`src/rtl/uart_rx_unit.sv`:
```
// UART receiver: 16x oversampled, 8 data bits LSB first, optional parity, 1 stop bit.
// done_flag pulses 3 cycles after the line-side stop-bit mid-sample; there is no backpressure.
module uart_rx_unit #(
    parameter int CLK_FREQ   = 50_000_000,
    parameter int OVERSAMPLE = 16
) (
    input  logic       clock,
    input  logic       reset_n,
    input  logic       data_rx,
    input  logic [1:0] parity_type,
    input  logic [1:0] baud_rate,
    output logic [7:0] data_out,
    output logic       parity_error,
    output logic       stop_error,
    output logic       active_flag,
    output logic       done_flag
);

    localparam logic [15:0] DIV_2400  = 16'((CLK_FREQ + 2400 * 8) / (2400 * 16));
    localparam logic [15:0] DIV_4800  = 16'((CLK_FREQ + 4800 * 8) / (4800 * 16));
    localparam logic [15:0] DIV_9600  = 16'((CLK_FREQ + 9600 * 8) / (9600 * 16));
    localparam logic [15:0] DIV_19200 = 16'((CLK_FREQ + 19200 * 8) / (19200 * 16));
    localparam logic [3:0]  OS_LAST   = 4'(OVERSAMPLE - 1);
    localparam logic [3:0]  OS_MID    = 4'(OVERSAMPLE / 2 - 1);

    typedef enum logic [2:0] {IDLE, START, DATA, PARITY, STOP, WAIT_HIGH} state_t;

    state_t      state, next_state;
    logic        rx_meta, rx_s;
    logic [1:0]  lat_baud, lat_par;
    logic [15:0] div_cnt, div_sel;
    logic [3:0]  os_cnt;
    logic [2:0]  bit_cnt;
    logic [7:0]  shift_reg;
    logic        par_bit;
    logic        tick, mid;
    logic        go_start, false_start, shift_en, par_en, finish;
    logic        par_xor, par_err_calc;

    always_comb begin
        case (lat_baud)
            2'b00:   div_sel = DIV_2400;
            2'b01:   div_sel = DIV_4800;
            2'b10:   div_sel = DIV_9600;
            default: div_sel = DIV_19200;
        endcase
    end

    assign tick = (div_cnt == div_sel - 16'd1);
    assign mid  = tick && (os_cnt == OS_MID);

    assign par_xor = ^{shift_reg, par_bit};
    assign par_err_calc = (lat_par == 2'b01) ? ~par_xor :
                          (lat_par == 2'b10) ?  par_xor : 1'b0;

    always_ff @(posedge clock) begin
        if (!reset_n) state <= IDLE;
        else          state <= next_state;
    end

    always_comb begin
        next_state  = state;
        go_start    = 1'b0;
        false_start = 1'b0;
        shift_en    = 1'b0;
        par_en      = 1'b0;
        finish      = 1'b0;
        case (state)
            IDLE: if (!rx_s) begin
                next_state = START;
                go_start   = 1'b1;
            end
            START: if (mid) begin
                next_state  = rx_s ? IDLE : DATA;
                false_start = rx_s;
            end
            DATA: if (mid) begin
                shift_en = 1'b1;
                if (bit_cnt == 3'd7)
                    next_state = (lat_par == 2'b01 || lat_par == 2'b10) ? PARITY : STOP;
            end
            PARITY: if (mid) begin
                par_en     = 1'b1;
                next_state = STOP;
            end
            STOP: if (mid) begin
                finish = 1'b1;
                // A line still low at mid-stop is a break; wait it out before hunting for a start edge.
                next_state = rx_s ? IDLE : WAIT_HIGH;
            end
            WAIT_HIGH: if (rx_s) next_state = IDLE;
            default: next_state = IDLE;
        endcase
    end

    always_ff @(posedge clock) begin
        if (!reset_n) begin
            rx_meta      <= 1'b1;
            rx_s         <= 1'b1;
            lat_baud     <= 2'b00;
            lat_par      <= 2'b00;
            div_cnt      <= '0;
            os_cnt       <= '0;
            bit_cnt      <= '0;
            shift_reg    <= '0;
            par_bit      <= 1'b0;
            data_out     <= '0;
            parity_error <= 1'b0;
            stop_error   <= 1'b0;
            active_flag  <= 1'b0;
            done_flag    <= 1'b0;
        end else begin
            rx_meta   <= data_rx;
            rx_s      <= rx_meta;
            done_flag <= 1'b0;
            if (go_start) begin
                lat_baud    <= baud_rate;
                lat_par     <= parity_type;
                div_cnt     <= '0;
                os_cnt      <= '0;
                bit_cnt     <= '0;
                active_flag <= 1'b1;
            end else if (state != IDLE) begin
                if (tick) begin
                    div_cnt <= '0;
                    os_cnt  <= (os_cnt == OS_LAST) ? 4'd0 : os_cnt + 4'd1;
                end else begin
                    div_cnt <= div_cnt + 16'd1;
                end
            end
            if (shift_en) begin
                shift_reg <= {rx_s, shift_reg[7:1]};
                bit_cnt   <= bit_cnt + 3'd1;
            end
            if (par_en)
                par_bit <= rx_s;
            if (false_start)
                active_flag <= 1'b0;
            if (finish) begin
                data_out     <= shift_reg;
                parity_error <= par_err_calc;
                stop_error   <= ~rx_s;
                done_flag    <= 1'b1;
                active_flag  <= 1'b0;
            end
        end
    end

endmodule

```
`config.mk`:
```
export PLATFORM = sky130hd
export DESIGN_NAME = uart_rx_unit
export DESIGN_NICKNAME = d
export VERILOG_FILES = /design/src/rtl/uart_rx_unit.sv
export SDC_FILE = /design/constraint.sdc
export NUM_CORES = 1
export LEC_CHECK = 0
export CORE_AREA = 2 2 107 109
export DETAILED_ROUTE_END_ITERATION = 10
export DIE_AREA = 0 0 109 111
export PLACE_DENSITY = 0.45
export SYNTH_ARGS = -nofsm -noshare
export SYNTH_HDL_FRONTEND = slang
export SYNTH_SLANG_ARGS = --single-unit
export TNS_END_PERCENT = 50
```
`constraint.sdc`:
```
create_clock -name clock -period 1.9 [get_ports clock]
set_input_delay 0.57 -clock clock [delete_from_list [all_inputs] [get_ports clock]]
set_output_delay 0.57 -clock clock [all_outputs]
set_load 0.02 [all_outputs]
```
* Word level (Yosys, flattened, before mapping)
Index checks and enable logic that the tools add are counted.
** Storage, ports and cells
- Flip-flop bits (word level) :: 53
- Input port bits :: 7
- Output and inout bits :: 12
- Word-level logic and storage cells :: 80
** Cells by class
- $add $sub $neg :: 4
- Equal/unequal tests :: 20
- Muxes and demuxes :: 27
- Bitwise logic cells :: 3
- Reductions and logical operators :: 11
** Operators by type and width (count)
- 2-to-1 mux 3 bit :: 11
- one-hot mux 11 bit (3 select lines) :: 1
- one-hot mux 3 bit (6 select lines) :: 1
- adder 16 x 1 -> 16 bit (second input constant) :: 1
- equality test 16 bit :: 1
- 2-to-1 mux 16 bit :: 1
- subtractor 16 x 1 -> 16 bit (second input constant) :: 1
- != test 2 bit (second input constant) :: 7
- 2-to-1 mux 1 bit :: 11
- equality test 3 bit (second input constant) :: 3
- parity 9 bit :: 1
- AND reduction 7 bit :: 1
- equality test 3 x 2 -> 1 bit (second input constant) :: 2
- adder 4 x 1 -> 4 bit (second input constant) :: 1
- equality test 2 x 1 -> 1 bit (second input constant) :: 2
- equality test 2 bit (second input constant) :: 2
- equality test 4 x 3 -> 1 bit (second input constant) :: 1
- equality test 4 bit (second input constant) :: 1
- 2-to-1 mux 4 bit :: 1
- adder 3 x 1 -> 3 bit (second input constant) :: 1
- equality test 3 x 1 -> 1 bit (second input constant) :: 1
- logical NOT 3 bit :: 1
- NOT 1 bit :: 3
- nonzero test 3 bit :: 1
- 8 further kinds :: 8

* Longest topological paths before layout
- Depth after elaboration :: 8
- Gate-level depth with buffers :: 9
- Gate-level depth less buffers :: 7

* Worst setup path after synthesis
Ideal clock, no wire load.
- Path kind :: flip-flop to flip-flop
- Start point :: reg div_cnt[10]
- End point :: reg shift_reg[0]
- Setup time :: 0.128 ns
- Arrival time :: 1.990 ns
- Required time :: 1.772 ns
- Setup slack :: -0.217 ns
- Stages on the path, launching flop included :: 8
- Buffers on the path :: 1
- Clock period less this slack :: 2.117 ns
- Cells stage by stage :: dfxtp_1 > or3b_1 > a211oi_2 > o2111ai_4 > nor4_4 > buf_6 > mux2i_1 > nor2_1
** Between the ends
- Longest elaborated chain between the ends :: 4
** RTL lines
- start: declaration :: RTL line 31 : logic [15:0] div_cnt, div_sel;
- start signal: assignment :: RTL line 128 : div_cnt <= div_cnt + 16'd1;
- equality test 16 bit :: RTL line 49 : assign tick = (div_cnt == div_sel - 16'd1);
- logical AND 1 bit :: RTL line 50 : assign mid = tick && (os_cnt == OS_MID);
- 2-to-1 mux 1 bit :: RTL line 77 : DATA: if (mid) begin
- 2-to-1 mux 1 bit :: RTL line 68 : case (state)
- end signal: assignment :: RTL line 132 : shift_reg <= {rx_s, shift_reg[7:1]};
- end: declaration :: RTL line 34 : logic [7:0] shift_reg;
No other way between the ends.
A chain may end at the register's enable or synchronous reset.

* Final worst setup path
- Start point :: reg div_cnt[11]
- End point :: reg data_out[7]
** Between the ends
- Longest elaborated chain between the ends :: 4
** RTL lines
- equality test 16 bit :: RTL line 49
- logical AND 1 bit :: RTL line 50
- 2-to-1 mux 1 bit :: RTL line 86 : STOP: if (mid) begin
- 2-to-1 mux 1 bit :: RTL line 68
- end signal: assignment :: RTL line 140 : data_out <= shift_reg;
- end: declaration :: RTL line 12 : output logic [7:0] data_out,
No other way between the ends.

==> summary.md <==
| Metric | Value |
|---|---|
| Min cycle time layout | 2070 ps |
| Reg2Reg Setup Slack | -170 ps |
| Clock root buffer | clkbuf_16 |
| Critical path endpoint category | register |
| CTS tree | yes |
| Power Density | 598 nW/um^2 |
| Worst Hold Class | register to register |
| Post-synth EDFFs | 0 |
| Largest area contributor in the netlist | dfxtp_1 |
| Post-synthesis sequential element count | 53 |
| Sw Share | 24.1% |
| Drt initial violations | 68 |
| Mapped Area | 2700 sq um |
| Worst slack, placed | -304 ps |
| Finished Layout Cells | 520 |
| Clock Power Share | 43.2% |
| Int Power | 1680 uW |
| Rows | 39 |
| Largest family of logic cells by synthesized area | simple AND/OR/NAND/NOR gates |
| Failing checks | setup timing |
| Nets@finish | 389 |
| Yosys warning count | 0 |
| Final Wtd Congestion | 0.823 |
| Number of global-route vias before repair | 2306 |
| Global-route wire length before repair | 11000 um |
| Startpoint types | register |
| H-tree level count | 2 |
| Max rail drop VDD | 418 uV |
| Status | finished with violations |
| Antenna cells | 0 |
| Initial antenna violation count | 0 |
| Gate power share | 5.9% |
| Most frequent cells in the layout | 50 x buf_4, 49 x dfxtp_1, 47 x nor2_1 |
| Clock Latency Late Sink | 300 ps |
| Proportion of synthesized area in mux cells | 8.16% |
| Core box area | 11100 sq um |
| Max reg flops | 16 |
| CTS sink cnt | 53 |
| Post-route DRC violation count | 0 |
| Seq/Total Area, Yosys | 39.3% |
| DP HPWL | 4690 um |
| Largest net degree at the start of global routing | 27 |
| Via/cell ratio | 4.53 |
| Crit Path Max Fanout | 12 |
| Synth-to-layout area growth | 37.1% |
| Layout cells sized above 1 | 24.9% |
| Die X | 109 um |
| Die footprint | 12100 sq um |
| Sequential power share | 50.9% |
| Synth Area in Adders | 2.78% |
| Worst endpoint required time | 2080 ps |
| FMAX | 482 MHz |
| Final setup viols | 46 |
| Synth cell types | 48 |
| Port Buf Inserts | 18 |
| Net Count, Synth | 325 |
| Post-route ant nets | 0 |
| CP Data Arrival Time | 2250 ps |
| Post-synth top area share | 39.3% |
| CTS Buf Count | 5 |
| Psw | 533 uW |
| Final worst-path cycle share | 109% |
| Setup TNS | -6150 ps |
| Total grt overflow | 0 |
| Fin. Hold Viols | 0 |
| Synth Area in Compound Gates | 12.3% |
| Clk pin slew, worst setup/hold paths | 80 ps |
| Unrepaired setup endpoints after global routing | true |
| Async SR Flop Fraction | 0% |
| Maxcap violations | 0 |
| Slew Viols, Final | 0 |
| Setup CP Type | register to register |
| Most common cell after layout, fill and taps aside | buf_4 |
| Total Wirelength | 6350 um |
| GRT Overall Usage | 11.4% |
| Synthesized instance count | 312 |
| Initial Utilization | 24.4% |
| Total leakage power | 0.00139 uW |
| Setup slack after layout | -173 ps |
| Top cells by area, synth | dfxtp_1 39%, mux2i_1 8.2%, nor2_1 6.8%, xor2_1 4.5%, nand2_1 4.2% |
| Hold_buf cts | 0 |
| Primary FF master, synth | dfxtp_1 |
| Tightest Pin Transition | 585 ps |
| Dpl cells | 510 |
| Final hold slack | 415 ps |
| Clk buf depth | 2 |
| DRT Pass-1 Iters | 4 |
| Num ports | 19 |
| DR WL/cell | 12.2 um |
| Syn Area/Cell | 8.65 sq um |
| Post-Synth XOR/XNOR Area | 8.11% |
| Routed via count | 2355 |
| Die height | 111 um |
| Clock skew | 11.5 ps |
| Post-synthesis simple-gate area fraction | 25.2% |
| Max-slew headroom | 60.7% |
## per-layer routing
metal | global-route usage [%] | wire (um)
met4 | 3.33 | 82
met3 | 2.47 | 150
met2 | 18.6 | 3080
met5 | 0 | 0
met1 | 14.9 | 3030
## power by group through the flow
stage          combinational [uW]  clock, uW  sequential [uW]
5_1_grt                       146       1030             1130
3_5_place_dp                  129          0             1150
6_report                      131        955             1130
4_1_cts                       130        991             1130
2_1_floorplan                70.2          0             1150
3_3_place_gp                  128          0             1150
## area by class of cell
cell class / count / area, sq um
fill: 1143 / 7380
tap: 143 / 179
multi-input combinational: 235 / 1630
clock buffer: 5 / 125
clock inverter: 3 / 25.0
sequential: 53 / 1070
timing repair buffer: 74 / 649
inverter: 7 / 26.3
## critical path, stage by stage (launching register included)
cell and delay [ps]:
dfxtp_2 330, or4_4 540, nor2_4 170, o2111ai_4 220
nor4_4 260, buf_12 190, mux2i_1 190, nor2_1 50
## kinds of logic (layout without fill, tap and decap cells)
| family | after synthesis | in the layout |
|---|---|---|
| DFF | 53 | 53 |
| xor gates and xnor gates | 25 | 25 |
| and+or+nand+nor | 135 | 135 |
| adders and majority gates | 6 | 6 |
| AOI/OAI and AO/OA | 47 | 47 |
| buffers and inverters | 24 | 89 |
| muxes | 22 | 22 |
## path summary, 6_finish.rpt
| kind | from | to | cells after the start |
|---|---|---|---|
| worst max-delay path | div_cnt[11]$_SDFFE_PP0P_ | data_out[7]$_SDFFE_PN0P_ | 7 |
| worst min-delay path | rx_meta$_SDFF_PN1_ | rx_s$_SDFF_PN1_ | 1 |
| worst max register to register | div_cnt[11]$_SDFFE_PP0P_ | data_out[7]$_SDFFE_PN0P_ | 7 |
| worst min register to register | rx_meta$_SDFF_PN1_ | rx_s$_SDFF_PN1_ | 1 |
## synth_stat cells (4+ instances only)
| master | instances |
|---|---|
| dfxtp_1 | 53 |
| nor2_1 | 49 |
| nand2_1 | 30 |
| mux2i_1 | 22 |
| a21oi_1 | 18 |
| xor2_1 | 14 |
| clkbuf_1 | 11 |
| xnor2_1 | 11 |
| nand3_1 | 10 |
| o21ai_0 | 9 |
| inv_1 | 7 |
| nor3_1 | 7 |
| ha_1 | 6 |
| nand4_1 | 5 |
| nand2b_1 | 4 |
| nor4_1 | 4 |
## through the flow
stage	cell area [sq um]	power (uW)	util, %
after floorplan	2730	1220	-
final	3700	2210	33.4
after global routing	3700	2300	33.4
after detailed placement	3430	1280	31.0
after CTS	3660	2250	33.0
after global placement	3430	1280	31.0
## timing repair
item                                    in CTS  in global routing
gates resized for setup                     15                 10
cloned                                       0                  0
endpoints found under the hold margin        0                  0
setup buffers                                1                  1
endpoints found under the setup margin      46                 47
pin swaps                                    3                  6
Note: power is estimated with default switching activity, not from simulation.
